### src/rtl/riscv_pkg.sv
// Shared core definitions: default datapath widths
// and the EX-stage forwarding select encoding.
package riscv_pkg;

    localparam int XLEN_DEF = 32;
    localparam int REGW_DEF = 5;

    localparam logic [1:0] FWD_RF  = 2'b00;
    localparam logic [1:0] FWD_WB  = 2'b01;
    localparam logic [1:0] FWD_MEM = 2'b10;

endpackage

### src/rtl/fwd_sel.sv
// One-source forwarding: tag compare against MEM/WB
// producers plus the 3:1 operand mux.
module fwd_sel
    import riscv_pkg::*;
#(
    parameter int XLEN = XLEN_DEF,
    parameter int REGW = REGW_DEF
) (
    input  logic            en,
    input  logic [REGW-1:0] rsE,
    input  logic [XLEN-1:0] regDataE,
    input  logic [REGW-1:0] rdM,
    input  logic            regWriteM,
    input  logic [XLEN-1:0] aluResultM,
    input  logic [REGW-1:0] rdW,
    input  logic            regWriteW,
    input  logic [XLEN-1:0] resultW,
    output logic [1:0]      sel,
    output logic [XLEN-1:0] src
);

    logic hitM;
    logic hitW;

    assign hitM = regWriteM && (rdM != '0) && (rdM == rsE);
    assign hitW = regWriteW && (rdW != '0) && (rdW == rsE);

    // Youngest producer wins; x0 never matches
    always_comb begin
        sel = FWD_RF;
        if (en && hitM)
            sel = FWD_MEM;
        else if (en && hitW)
            sel = FWD_WB;
    end

    // Unused code 11 falls through to the MEM result
    always_comb begin
        src = aluResultM;
        case (sel)
            FWD_RF:  src = regDataE;
            FWD_WB:  src = resultW;
            default: src = aluResultM;
        endcase
    end

endmodule

### src/rtl/ex_fwd_stage.sv
// ID/EX register with operand forwarding, load-use
// hazard detection and a saturating stall counter.
module ex_fwd_stage
    import riscv_pkg::*;
#(
    parameter int XLEN   = XLEN_DEF,
    parameter int REGW   = REGW_DEF,
    parameter int FWD_EN = 1,
    parameter int CNTW   = 16
) (
    input  logic            clk,
    input  logic            reset,
    input  logic [XLEN-1:0] RD1D,
    input  logic [XLEN-1:0] RD2D,
    input  logic [REGW-1:0] Rs1D,
    input  logic [REGW-1:0] Rs2D,
    input  logic [REGW-1:0] RdD,
    input  logic            RegWriteD,
    input  logic            MemReadD,
    input  logic            FlushE,
    input  logic [REGW-1:0] RdM,
    input  logic            RegWriteM,
    input  logic [XLEN-1:0] ALUResultM,
    input  logic [REGW-1:0] RdW,
    input  logic            RegWriteW,
    input  logic [XLEN-1:0] ResultW,
    output logic [XLEN-1:0] SrcAE,
    output logic [XLEN-1:0] WriteDataE,
    output logic [REGW-1:0] RdE,
    output logic            RegWriteE,
    output logic            MemReadE,
    output logic [1:0]      ForwardAE,
    output logic [1:0]      ForwardBE,
    output logic            StallD,
    output logic [CNTW-1:0] StallCnt
);

    localparam logic FwdOn = (FWD_EN != 0);

    logic [XLEN-1:0] rd1E;
    logic [XLEN-1:0] rd2E;
    logic [REGW-1:0] rs1E;
    logic [REGW-1:0] rs2E;

    logic raw1;
    logic raw2;

    // Hazard detection: load-use with forwarding, any E/M RAW without
    always_comb begin
        raw1 = 1'b0;
        raw2 = 1'b0;
        if (FwdOn) begin
            raw1 = (RdE == Rs1D);
            raw2 = (RdE == Rs2D);
            StallD = MemReadE && (RdE != '0) && (raw1 || raw2);
        end else begin
            raw1 = (Rs1D != '0)
                && ((RegWriteE && RdE == Rs1D)
                 || (RegWriteM && RdM == Rs1D));
            raw2 = (Rs2D != '0)
                && ((RegWriteE && RdE == Rs2D)
                 || (RegWriteM && RdM == Rs2D));
            StallD = raw1 || raw2;
        end
    end

    // ID/EX register; reset, flush and stall all insert a bubble
    always_ff @(posedge clk) begin
        if (reset || FlushE || StallD) begin
            rd1E      <= '0;
            rd2E      <= '0;
            rs1E      <= '0;
            rs2E      <= '0;
            RdE       <= '0;
            RegWriteE <= 1'b0;
            MemReadE  <= 1'b0;
        end else begin
            rd1E      <= RD1D;
            rd2E      <= RD2D;
            rs1E      <= Rs1D;
            rs2E      <= Rs2D;
            RdE       <= RdD;
            RegWriteE <= RegWriteD;
            MemReadE  <= MemReadD;
        end
    end

    // Saturating count of stalled cycles
    always_ff @(posedge clk) begin
        if (reset)
            StallCnt <= '0;
        else if (StallD && !(&StallCnt))
            StallCnt <= StallCnt + CNTW'(1);
    end

    fwd_sel #(
        .XLEN (XLEN),
        .REGW (REGW)
    ) uFwdA (
        .en         (FwdOn),
        .rsE        (rs1E),
        .regDataE   (rd1E),
        .rdM        (RdM),
        .regWriteM  (RegWriteM),
        .aluResultM (ALUResultM),
        .rdW        (RdW),
        .regWriteW  (RegWriteW),
        .resultW    (ResultW),
        .sel        (ForwardAE),
        .src        (SrcAE)
    );

    fwd_sel #(
        .XLEN (XLEN),
        .REGW (REGW)
    ) uFwdB (
        .en         (FwdOn),
        .rsE        (rs2E),
        .regDataE   (rd2E),
        .rdM        (RdM),
        .regWriteM  (RegWriteM),
        .aluResultM (ALUResultM),
        .rdW        (RdW),
        .regWriteW  (RegWriteW),
        .resultW    (ResultW),
        .sel        (ForwardBE),
        .src        (WriteDataE)
    );

endmodule

### config.mk
export PLATFORM = sky130hd
export DESIGN_NAME = ex_fwd_stage
export DESIGN_NICKNAME = d
export VERILOG_FILES = /design/src/rtl/riscv_pkg.sv /design/src/rtl/fwd_sel.sv /design/src/rtl/ex_fwd_stage.sv
export SDC_FILE = /design/constraint.sdc
export NUM_CORES = 1
export LEC_CHECK = 0
export BUFFER_PORTS_ARGS = -buffer_cell sky130_fd_sc_hd__buf_2
export CAP_MARGIN = 40
export CORE_UTILIZATION = 32
export DETAILED_ROUTE_END_ITERATION = 7
export GPL_TIMING_DRIVEN = 0
export PLACE_DENSITY = 0.66
export SETUP_SLACK_MARGIN = 0.4
export SYNTH_ARGS = -nofsm -noshare
export SYNTH_HDL_FRONTEND = slang
export SYNTH_HIERARCHICAL = 1
export SYNTH_SLANG_ARGS = --single-unit
### constraint.sdc
create_clock -name clk -period 5.4 [get_ports clk]
set_clock_uncertainty 0.05 [all_clocks]
set_input_delay 1.08 -clock clk [delete_from_list [all_inputs] [get_ports clk]]
set_output_delay 1.08 -clock clk [all_outputs]
set_load 0.02 [all_outputs]
Yosys cells after proc, flatten, opt, wreduce, memory -nomap -nowiden
Cells that the tools add are included.
W data, S select, Z words.

storage, ports and cells
  register bits = 97

operators by class
  add/sub/neg operators = 1
  eq/ne operators = 8
  muxes and demuxes = 6
  reduce and logical (&&, ||, !) cells = 19

operators by type and width
  cell                     count
  $pmux W32 S2             2
  $eq A5 B5 Y1             6
  $add A16 B1 Y16 const B  1
  $reduce_and A16 Y1       1
  $reduce_bool A5 Y1       3
  $logic_and A1 B1 Y1      9
  $eq A2 B1 Y1 const B     2
  $logic_not A2 Y1         2
  $mux W2                  2
  $logic_or A1 B1 Y1       3
  $mux W1                  2
  $logic_not A1 Y1         1

Longest topological paths before layout
  depth in word-level cells = 7
  gate-level depth with buffers = 7
  gate-level depth less buffers = 6

Hierarchy
Netlist, hierarchy kept.

modules (own cells, without submodules)
  module        times used  cells each  area an instance (um2)  seq. area each (um2)
  ex_fwd_stage  1           293         3261.9                  1941.9
  fwd_sel       2           184         1159.9                  0.0

Least setup slack after synthesis
Ideal clock, no wire load.

  path type = input -> output
  start = in RdM[3]
  end = out ForwardAE[0]
  arrival = 2636 ps
  data required time = 4270 ps
  path slack = 1634 ps
  stages = 6
  buffers on the path = 1
  path through = or4_4 -> a21oi_4 -> or3_1 -> buf_4 -> inv_2 -> nor4_2

between the ends
  longest elaborated chain between the ends = 4
  elaborated cells on any way between the ends = 5
  those cells by class = eq/ne: 1; mux: 1; reduce/logical: 3

ends and longest elaborated chain
  element                line                source
  start: declaration     ex_fwd_stage.sv:21  input logic [REGW-1:0] RdM,
  $reduce_bool A5 Y1     fwd_sel.sv:25       assign hitM = regWriteM && (rdM != '0) && (rdM == rsE);
  $logic_and A1 B1 Y1    fwd_sel.sv:25
  $logic_and A1 B1 Y1 *  fwd_sel.sv:25
  $mux W2 *              fwd_sel.sv:31       if (en && hitM)
  end: declaration       ex_fwd_stage.sv:32  output logic [1:0] ForwardAE,

Every way passes the cells marked *; elsewhere a longest branch is shown, timed or not.

Final worst setup path
  start = in RdM[3]
  end = out WriteDataE[24]

between the ends
  longest elaborated chain between the ends = 6
  elaborated cells on any way between the ends = 8
  those cells by class = eq/ne: 2; mux: 2; reduce/logical: 4

ends and longest elaborated chain
  element                                                  line                source
  $reduce_bool A5 Y1                                       fwd_sel.sv:25
  $logic_and A1 B1 Y1                                      fwd_sel.sv:25
  $logic_and A1 B1 Y1 *                                    fwd_sel.sv:25
  $mux W2 *                                                fwd_sel.sv:31
  $eq A2 B1 Y1 / $logic_not A2 Y1 (equally long branches)  fwd_sel.sv:40       case (sel)
  $pmux W32 S2 *                                           fwd_sel.sv:40
  end: declaration                                         ex_fwd_stage.sv:28  output logic [XLEN-1:0] WriteDataE,

Marked as above.

==> out/summary.txt <==
Hold Worst Slack = 0.464 ns
number of synthesized register bits = 97
Worst Path Arrival = 3.10 ns
number of synthesis warnings = 6
DRT Wirelength = 22.5 mm
WL per Instance = 19.4 microns
final worst-path cycle share = 0.784
pre-CTS setup slack = 1.19 ns
RSZ-0062 raised after global routing = no
CTS resizes = 0
final hold violation count = 0
core box area = 16,800 sq um
chip width = 134 microns
final worst slack = 1.17 ns
status = completed
critical path class = in -> out
fin crit period = 4.23 ns
Final Setup Violations = 0
DP Wirelength = 17.2 mm
I/O Pins = 252
Layout area overhead = 32.9%
Placer Congestion = 0.979
Post-synth EDFFs = 0
fin util = 0.441
Async SR Flop Fraction = 0
Slew headroom = 0.517
Max Fanout on Critical Path = 10
CTS clk-pin slew, worst paths = 0.07 ns
register area share after synthesis = 0.348
worst slew pin tran = 0.724 ns
hold crit path type = reg -> reg
global-route wire length before repair = 33.9 mm
die area = 18,000 sq um
Fin Setup TNS = 0 ns
critical path endpoint category = output port
cell count after synthesis = 661
Pleak = 2.98 nW
Vias/cell = 5.65
# clock sinks = 97
Max IR drop VDD = 0.000161 V
vias in the first global route = 6,083
Routed Antenna Nets = 0
Synth Area in Simple Gates = 0.313
largest net degree at the start of global routing = 17
top_reg_cell synth = dfxtp_1
most common cell in the netlist = dfxtp_1
Adder-Cell Fraction of Synth Area = 0.00224
Post-Syn Area = 5580 sq um
post-synth cell types = 51
CTS H-tree depth = 3
nets = 1,089
total track usage = 0.245
Max Fclk = 236 MHz
Synth top area share = 0.348
Slew Limit Fails = 0
First-pass DRT Iterations = 6
TritonCTS clock tree = done
Post-synth top cells = dfxtp_1 (97), and2_1 (83), nor4_1 (71), nand4_1 (68), o31ai_1 (68)
Clock Path Buffers = 2
syn_area_per_cell = 8.44 sq um
largest area contributor in the netlist = dfxtp_1
Post-CTS Repair Setup Buffers = 0
vias = 6,532
crit path launch type = primary input
DRT iter0 DRCs = 558
Hold Buf Count CTS = 0
post-synthesis xor/xnor area fraction = 0.0408
Clock Root Buffer = clkbuf_16
initial core utilization = 0.332
mux contribution to synthesized area = 0.0128
Worst EP required = 4.27 ns
Residual DRC = 0
initial antenna violation count = 5
Die Height = 134 microns
layout cell share with drive strength beyond 1 = 0.328
cell row count = 47
cell area power density = 232 nW/um^2
total CTS buffers = 9
total of max-cap violations = 0
Synth area leaders = dfxtp_1 (35%), and2_1 (9.3%), o31ai_1 (9.1%), nor4_1 (8.0%), nand4_1 (7.6%)
Worst-Skew Late Latency = 0.35 ns
IO buf count = 251
compound-gate portion of the synthesized area = 0.217
remaining global-route overflow = 0
largest family of logic cells by synthesized area = simple AND/OR/NAND/NOR gates
logic make-up after synthesis:
family / Yosys count
flip-flops: 97
adder cells (fa/ha/maj): 1
other: 1
AO/OA/AOI/OAI: 167
buffers and inverters: 83
AND/OR/NAND/NOR: 281
multiplexers: 5
XOR/XNOR: 26
state kept, by name, indices dropped and copies added (netlist names):
signal     count
rd1E          32
rd2E          32
StallCnt      16
RdE            5
rs1E           5
rs2E           5
MemReadE       1
RegWriteE      1
per-layer routing:
metal / vias to the layer above / part of all wire / wire length (microns) / global-route usage
met3: 50 / 0.089 / 2010 / 0.0408
met5: - / 0.00036 / 8 / 0
met2: 381 / 0.45 / 10200 / 0.398
met1: 2988 / 0.43 / 9640 / 0.326
met4: 2 / 0.026 / 588 / 0.0868
li1: 3111 / - / - / -
cells in the final DEF (no fill, tap or decap), types with 6 or more instances in the layout:
master,n
xor2_1,12
clkbuf_16,9
nor2_1,11
nor3_1,6
nand4_1,68
nand3_1,13
buf_2,260
buf_4,10
and2_1,83
clkbuf_1,49
o21a_1,6
conb_1,6
a31oi_1,64
o31ai_1,68
buf_1,8
nor4_1,71
xnor2_1,14
dfxtp_1,97
path summary, 6_finish.rpt:
path	slack, ns	to	from	cells after the start
max	1.17	WriteDataE[24]	RdM[3]	7
min	0.46	StallCnt[15]	StallCnt[15]	1
max reg2reg	3.23	rd2E[31]	RdE[0]	5
min reg2reg	0.46	StallCnt[15]	StallCnt[15]	1
power breakdown:
part	total, mW	leakage [nW]	internal [mW]	switching [mW]
combinational	0.360	2.05	0.124	0.236
sequential	0.752	0.794	0.740	0.0123
clock	0.613	0.135	0.326	0.287
total	1.72	2.98	1.19	0.535
area by class of cell:
cell class / count / area [sq um]
diodes: 4 / 10.0
plain buffers: 77 / 345
clock buffers: 10 / 239
clock inverters: 5 / 38.8
fillers: 1780 / 9400
inverters: 6 / 22.5
multi-input cells: 486 / 3290
flip-flops and latches: 97 / 1940
well taps: 220 / 275
repair buffers: 251 / 1260
worst max-delay path, cell delays in order:
cell,delay [ns]
buf_2,0.13
or4_4,0.55
a21oi_4,0.27
buf_1,0.46
nor4_1,0.15
a31oi_1,0.24
buf_2,0.21
per-stage QoR:
step	cells	power [mW]	area (sq um)
3_5_place_dp	1137	1.12	7130
6_report	1156	1.72	7420
4_1_cts	1152	1.74	7410
2_1_floorplan	666	0.958	5600
3_3_place_gp	1137	1.12	7130
5_1_grt	1155	1.80	7420
Power figures use the tool's default switching activity.
